**config.mk**
```make
export PLATFORM = sky130hd
export DESIGN_NAME = alu_mul_seq_flat
export DESIGN_NICKNAME = d
export VERILOG_FILES = /design/src/rtl/alu_pkg.sv /design/src/rtl/alu_mul_seq_if.sv /design/src/rtl/alu_mul_seq.sv /design/src/flat_wrapper.sv
export SDC_FILE = /design/constraint.sdc
export NUM_CORES = 1
export LEC_CHECK = 0
export CAP_MARGIN = 30
export CORE_AREA = 2 2 68 63
export CTS_BUF_LIST = sky130_fd_sc_hd__clkbuf_16
export CTS_CLUSTER_SIZE = 12
export DETAILED_ROUTE_END_ITERATION = 7
export DIE_AREA = 0 0 70 65
export GPL_TIMING_DRIVEN = 0
export SLEW_MARGIN = 10
export SYNTH_ARGS = -nofsm -noshare
export SYNTH_HDL_FRONTEND = slang
export SYNTH_SLANG_ARGS = --single-unit
```
**constraint.sdc**
```tcl
create_clock -name clk_i -period 2.2 [get_ports clk_i]
set_input_delay 0.33 -clock clk_i [delete_from_list [all_inputs] [get_ports clk_i]]
set_output_delay 0.33 -clock clk_i [all_outputs]
set_load 0.03 [all_outputs]
```
**src/rtl/alu_pkg.sv**
```systemverilog
// Shared ALU definitions: opcode encoding used by the alu and every ALU sequencer,
// plus the multiply sequencer state type.
package alu_pkg;

    localparam int ALU_CTRL_W = 3;

    typedef enum logic [ALU_CTRL_W-1:0] {
        ALU_ADD = 3'd0,
        ALU_SUB = 3'd1,
        ALU_AND = 3'd4,
        ALU_ORR = 3'd5
    } alu_op_t;

    typedef enum logic [1:0] {
        IDLE,
        BUSY,
        DONE
    } mul_state_t;

endpackage

```
**src/rtl/alu_mul_seq_if.sv**
```systemverilog
// Request/response and ALU-borrow bus of the shift-add multiply sequencer.
// addend_i is present only when ALU_MUL_SEQ_MAC_EN is defined.
interface alu_mul_seq_if #(
    parameter int WIDTH = 4
);
    import alu_pkg::*;

    logic                  start_i;
    logic [WIDTH-1:0]      op_a_i;
    logic [WIDTH-1:0]      op_b_i;
`ifdef ALU_MUL_SEQ_MAC_EN
    logic [WIDTH-1:0]      addend_i;
`endif
    logic                  ready_o;
    logic                  done_o;
    logic [2*WIDTH-1:0]    product_o;
    logic [WIDTH-1:0]      alu_a_o;
    logic [WIDTH-1:0]      alu_b_o;
    logic [ALU_CTRL_W-1:0] alu_control_o;
    logic [WIDTH-1:0]      alu_result_i;
    logic                  alu_flag_c_i;

    // The sequencer side: consumes requests and ALU results, drives product and ALU operands.
    modport slave (
        input  start_i, op_a_i, op_b_i,
`ifdef ALU_MUL_SEQ_MAC_EN
        input  addend_i,
`endif
        input  alu_result_i, alu_flag_c_i,
        output ready_o, done_o, product_o,
        output alu_a_o, alu_b_o, alu_control_o
    );

    modport master (
        output start_i, op_a_i, op_b_i,
`ifdef ALU_MUL_SEQ_MAC_EN
        output addend_i,
`endif
        output alu_result_i, alu_flag_c_i,
        input  ready_o, done_o, product_o,
        input  alu_a_o, alu_b_o, alu_control_o
    );

endinterface

```
**src/rtl/alu_mul_seq.sv**
```systemverilog
// Unsigned shift-add multiplier that borrows the external alu for one add per cycle.
// Define ALU_MUL_SEQ_MAC_EN to add addend_i and compute op_a*op_b + addend.
module alu_mul_seq
    import alu_pkg::*;
#(
    parameter int WIDTH = 4
) (
    input  logic          clk_i,
    input  logic          rst_i,
    alu_mul_seq_if.slave  bus
);

    localparam int CNT_W = $clog2(WIDTH + 1);

    mul_state_t         state_q;
    mul_state_t         state_d;
    logic [WIDTH-1:0]   mcand_q;
    logic [WIDTH-1:0]   acc_hi_q;
    logic [WIDTH-1:0]   acc_lo_q;
    logic [CNT_W-1:0]   cnt_q;
    logic [2*WIDTH-1:0] product_q;
    logic [2*WIDTH-1:0] acc_next;
    logic [WIDTH-1:0]   acc_hi_init;
    logic               accept;
    logic               last_iter;

    logic               ready;
    logic               done;
    logic [WIDTH-1:0]   alu_a;
    logic [WIDTH-1:0]   alu_b;
    logic [ALU_CTRL_W-1:0] alu_control;

`ifdef ALU_MUL_SEQ_MAC_EN
    assign acc_hi_init = bus.addend_i;
`else
    assign acc_hi_init = '0;
`endif

    // The ALU carry becomes the new top bit, so the full product never overflows.
    assign acc_next  = {bus.alu_flag_c_i, bus.alu_result_i, acc_lo_q[WIDTH-1:1]};
    assign last_iter = (cnt_q == CNT_W'(1));

    always_ff @(posedge clk_i) begin
        if (rst_i) begin
            state_q <= IDLE;
        end else begin
            state_q <= state_d;
        end
    end

    always_comb begin
        state_d     = state_q;
        accept      = 1'b0;
        ready       = 1'b0;
        done        = 1'b0;
        alu_a       = '0;
        alu_b       = '0;
        alu_control = ALU_ADD;
        case (state_q)
            IDLE: begin
                ready = 1'b1;
                if (bus.start_i) begin
                    accept  = 1'b1;
                    state_d = BUSY;
                end
            end
            BUSY: begin
                alu_a = acc_hi_q;
                alu_b = acc_lo_q[0] ? mcand_q : '0;
                if (last_iter) begin
                    state_d = DONE;
                end
            end
            DONE: begin
                done    = 1'b1;
                state_d = IDLE;
            end
            default: state_d = IDLE;
        endcase
    end

    // product_q is captured on the final iteration so it is valid together with done.
    always_ff @(posedge clk_i) begin
        if (rst_i) begin
            mcand_q   <= '0;
            acc_hi_q  <= '0;
            acc_lo_q  <= '0;
            cnt_q     <= '0;
            product_q <= '0;
        end else if (accept) begin
            mcand_q  <= bus.op_a_i;
            acc_lo_q <= bus.op_b_i;
            acc_hi_q <= acc_hi_init;
            cnt_q    <= CNT_W'(WIDTH);
        end else if (state_q == BUSY) begin
            {acc_hi_q, acc_lo_q} <= acc_next;
            cnt_q                <= cnt_q - CNT_W'(1);
            if (last_iter) begin
                product_q <= acc_next;
            end
        end
    end

    assign bus.ready_o       = ready;
    assign bus.done_o        = done;
    assign bus.product_o     = product_q;
    assign bus.alu_a_o       = alu_a;
    assign bus.alu_b_o       = alu_b;
    assign bus.alu_control_o = alu_control;

endmodule

```
**src/flat_wrapper.sv**
```systemverilog
// flat-port wrapper written by rule: the top's interface ports become plain ports
module alu_mul_seq_flat import alu_pkg::*;
#(
    parameter int WIDTH = 4
)
  (clk_i, rst_i, bus_start_i, bus_op_a_i, bus_op_b_i, bus_alu_result_i, bus_alu_flag_c_i, bus_ready_o, bus_done_o, bus_product_o, bus_alu_a_o, bus_alu_b_o, bus_alu_control_o);
  alu_mul_seq_if #(.WIDTH(WIDTH)) bus_i ();
  input  logic clk_i;
  input  logic rst_i;
  input wire logic [$bits(bus_i.start_i)-1:0] bus_start_i;
  input wire logic [$bits(bus_i.op_a_i)-1:0] bus_op_a_i;
  input wire logic [$bits(bus_i.op_b_i)-1:0] bus_op_b_i;
  input wire logic [$bits(bus_i.alu_result_i)-1:0] bus_alu_result_i;
  input wire logic [$bits(bus_i.alu_flag_c_i)-1:0] bus_alu_flag_c_i;
  output wire logic [$bits(bus_i.ready_o)-1:0] bus_ready_o;
  output wire logic [$bits(bus_i.done_o)-1:0] bus_done_o;
  output wire logic [$bits(bus_i.product_o)-1:0] bus_product_o;
  output wire logic [$bits(bus_i.alu_a_o)-1:0] bus_alu_a_o;
  output wire logic [$bits(bus_i.alu_b_o)-1:0] bus_alu_b_o;
  output wire logic [$bits(bus_i.alu_control_o)-1:0] bus_alu_control_o;
  assign bus_i.start_i = bus_start_i;
  assign bus_i.op_a_i = bus_op_a_i;
  assign bus_i.op_b_i = bus_op_b_i;
  assign bus_i.alu_result_i = bus_alu_result_i;
  assign bus_i.alu_flag_c_i = bus_alu_flag_c_i;
  assign bus_ready_o = bus_i.ready_o;
  assign bus_done_o = bus_i.done_o;
  assign bus_product_o = bus_i.product_o;
  assign bus_alu_a_o = bus_i.alu_a_o;
  assign bus_alu_b_o = bus_i.alu_b_o;
  assign bus_alu_control_o = bus_i.alu_control_o;
  alu_mul_seq #(.WIDTH(WIDTH)) u_core (.clk_i(clk_i), .rst_i(rst_i), .bus(bus_i));
endmodule
```
==> flow_metrics.py <==
metrics = {
    "outcome": {
        "status": "complete, no violations",
    },
    "min_path": {
        "min_path_type": "reg2reg",
    },
    "worst_setup_path": {
        "cp_num_buf_inv": 3,
        "cp_max_fo": 10,
        "cpMostUsedCell": "buf_4",
        "end_kind": "output pin",
        "cpMaxStageDelayCell": "dlygate4sd2_1",
        "cp-start-kind": "register",
        "cp_top_family": "buffers and inverters",
        "slowest_delay_ps": 400,
        "cp.required_ps": 1870,
        "crit_path_cell_trace": "buf_4 -> and2b_1 -> buf_4 -> and3_1 -> dlygate4sd2_1",
        "criticalPathCategory": "reg2out",
        "worstPathArrival_ps": 1700,
    },
    "floorplan": {
        "die_h_um": 65,
        "start_util_pct": 28.4,
        "core_sq_mm": 0.00391,
        "die_w_um": 70,
        "ioPinCount": 37,
        "fp-row-count": 22,
        "dieArea_sq_mm": 0.00455,
    },
    "synthesis": {
        "ys_warn_count": 0,
        "syn_avg_cell_area_sq_um": 9.33,
        "ys_seq_area_share_pct": 45.1,
        "synthTopCellsByArea": "dfxtp_1, a21oi_1, a22o_1",
        "yosysTopAreaCell": "dfxtp_1",
        "synth-xor-area-share_pct": 1.58,
        "synth_cells": 119,
        "synth_compound_area_share_pct": 16.9,
        "synthMuxAreaShare_pct": 0,
        "synth-seq-cells": 25,
        "yosys.area_share.adder_pct": 2.25,
        "synth_top_family_by_area": "simple AND/OR/NAND/NOR gates",
        "yosys.area_share.simple_pct": 25.4,
        "synthesis.area_sq_mm": 0.00111,
        "synth_cell_types": 29,
        "synthDominantCellAreaShare_pct": 45.1,
    },
    "clock_tree": {
        "clk_pin_slew_worst_paths_ps": 60,
        "htreeDepth": 1,
        "postCtsSetupRepairBufs": 0,
        "cts_buffer_depth": 2,
        "cts_tree": "built",
        "worstSkewPairLatency_ps": 260,
        "root_buffer": "clkbuf_16",
        "numCtsBuffers": 3,
        "clock_sinks": 25,
    },
    "sta": {
        "slew_viol_final": 0,
        "fin_hold_ws_ps": 455,
        "hold_violations": 0,
        "setup_violations": 0,
        "fmax_mhz": 493,
        "skew_ps": 2.77,
        "min_period_over_period_pct": 92.2,
        "fin_setup_tns_ps": 0,
        "period_needed_ps": 2030,
        "rsz0062_at_grt": "no",
    },
    "run": {
        "maxCapViolations": 0,
    },
    "grt": {
        "grtUsageTotal_pct": 11.4,
        "antenna_found_initial": 0,
        "grt_pass1_vias": 908,
        "grt_max_degree": 14,
        "grt_pass1_wl_mm": 4.05,
        "grt_overflow_total": 0,
    },
    "cells_and_area": {
        "n_antenna_cell": 0,
        "final_cell_mix": "clkdlybuf4s50_1, dfxtp_1, nand2_1",
        "nets": 177,
        "drive_above_1_share_pct": 13.9,
        "syn2layout_area_growth_pct": 40.7,
    },
    "placed_design": {
        "numPortBuffers": 33,
        "hpwlAfterDp_mm": 1.91,
        "gp_congestion": 0.717,
    },
    "route": {
        "via_per_inst": 4.50,
        "drt-initial-drc-count": 29,
        "wire_per_inst_um": 12.0,
        "dr.pass1.iters": 4,
        "vias": 928,
        "ant_nets": 0,
        "drc_errors": 0,
        "wirelength_mm": 2.48,
    },
    "pwr": {
        "p_leak_nw": 0.648,
        "ir_worst_vdd_mv": 0.296,
        "power_density_mw_per_mm2": 681,
        "p_total_mw": 1.06,
    },
}
[final timing paths]
kind,start,endpoint,slack [ps],depth (start not counted)
worst max-delay path,u_core.state_q[0],bus_alu_b_o[2],170,5
worst max register to register,u_core.state_q[1],u_core.bus.product_o[6],850,6
worst min-delay path,u_core.acc_hi_q[3],u_core.acc_hi_q[3],460,2
worst min register to register,u_core.acc_hi_q[3],u_core.acc_hi_q[3],460,2
[registers in the layout, summed over array words and instances, names as in the netlist]
signal	count
u_core.mcand_q	4
u_core.acc_lo_q	4
u_core.acc_hi_q	4
u_core.state_q	2
u_core.bus.product_o	8
u_core.cnt_q	3
[synth_stat cells, drive strengths merged]
master,n
dfxtp,25
nand2,18
a21oi,14
buf,9
a22o,8
nor2,8
nand2b,5
and2,4
and3,4
a211oi,3
nor3,3
or3b,3
clkbuf,2
ha,2
inv,2
o21ba,2
and2b,1
conb,1
nand3b,1
nor2b,1
nor3b,1
xnor2,1
xor2,1
[layout make-up]
type / instances / area (sq um)
clock inverter: 1 / 3.75
fill: 393 / 2350
timing repair buffer: 33 / 305
clock buffer: 3 / 75.1
sequential: 25 / 500
inverter: 2 / 7.51
multi-input combinational: 83 / 523
tap: 48 / 60.1
buffer: 11 / 86.3
[per-layer routing]
metal / part of all wire, % / vias up / global-route usage (%)
met2: 48 / 23 / 19.9
met3: 4.7 / 2 / 2.33
met1: 46 / 428 / 13.1
met4: 1.3 / 0 / 6.49
li1: - / 475 / -
met5: 0 / - / 0
[timing repair]
item | CTS | global route
hold buffers | 0 | 0
pin swaps | 0 | 0
setup endpoints to repair | 8 | 4
resized for setup | 8 | 8
[worst register-to-register path: stages, from the launching register on]
cell	delay, ps
dfxtp_1	300
buf_6	130
nand2b_4	140
buf_6	130
o21ba_1	190
buf_6	130
a22o_1	220
[kinds of logic after synthesis]
family | count (synthesis)
and+or+nand+nor | 49
AOI/OAI and AO/OA | 27
DFF | 25
buffers and inverters | 13
xor gates and xnor gates | 2
adders and majority gates | 2
other | 1
[stage by stage]
stage	util [%]	setup WS, ps	instances	instance area [sq um]
floorplan	-	637	121	1120
finish	39.9	172	206	1560
detailed placement	38.6	33.5	202	1510
CTS	40.3	23.5	206	1580
global placement	38.6	64.5	202	1510
global route	39.9	90.1	206	1560
[power breakdown]
group	leakage [nW]	switching (mW)	internal [mW]
combinational	0.401	0.0926	0.0867
clock	0.0423	0.148	0.243
sequential	0.204	0.0168	0.478
Power figures use the tool's default switching activity.
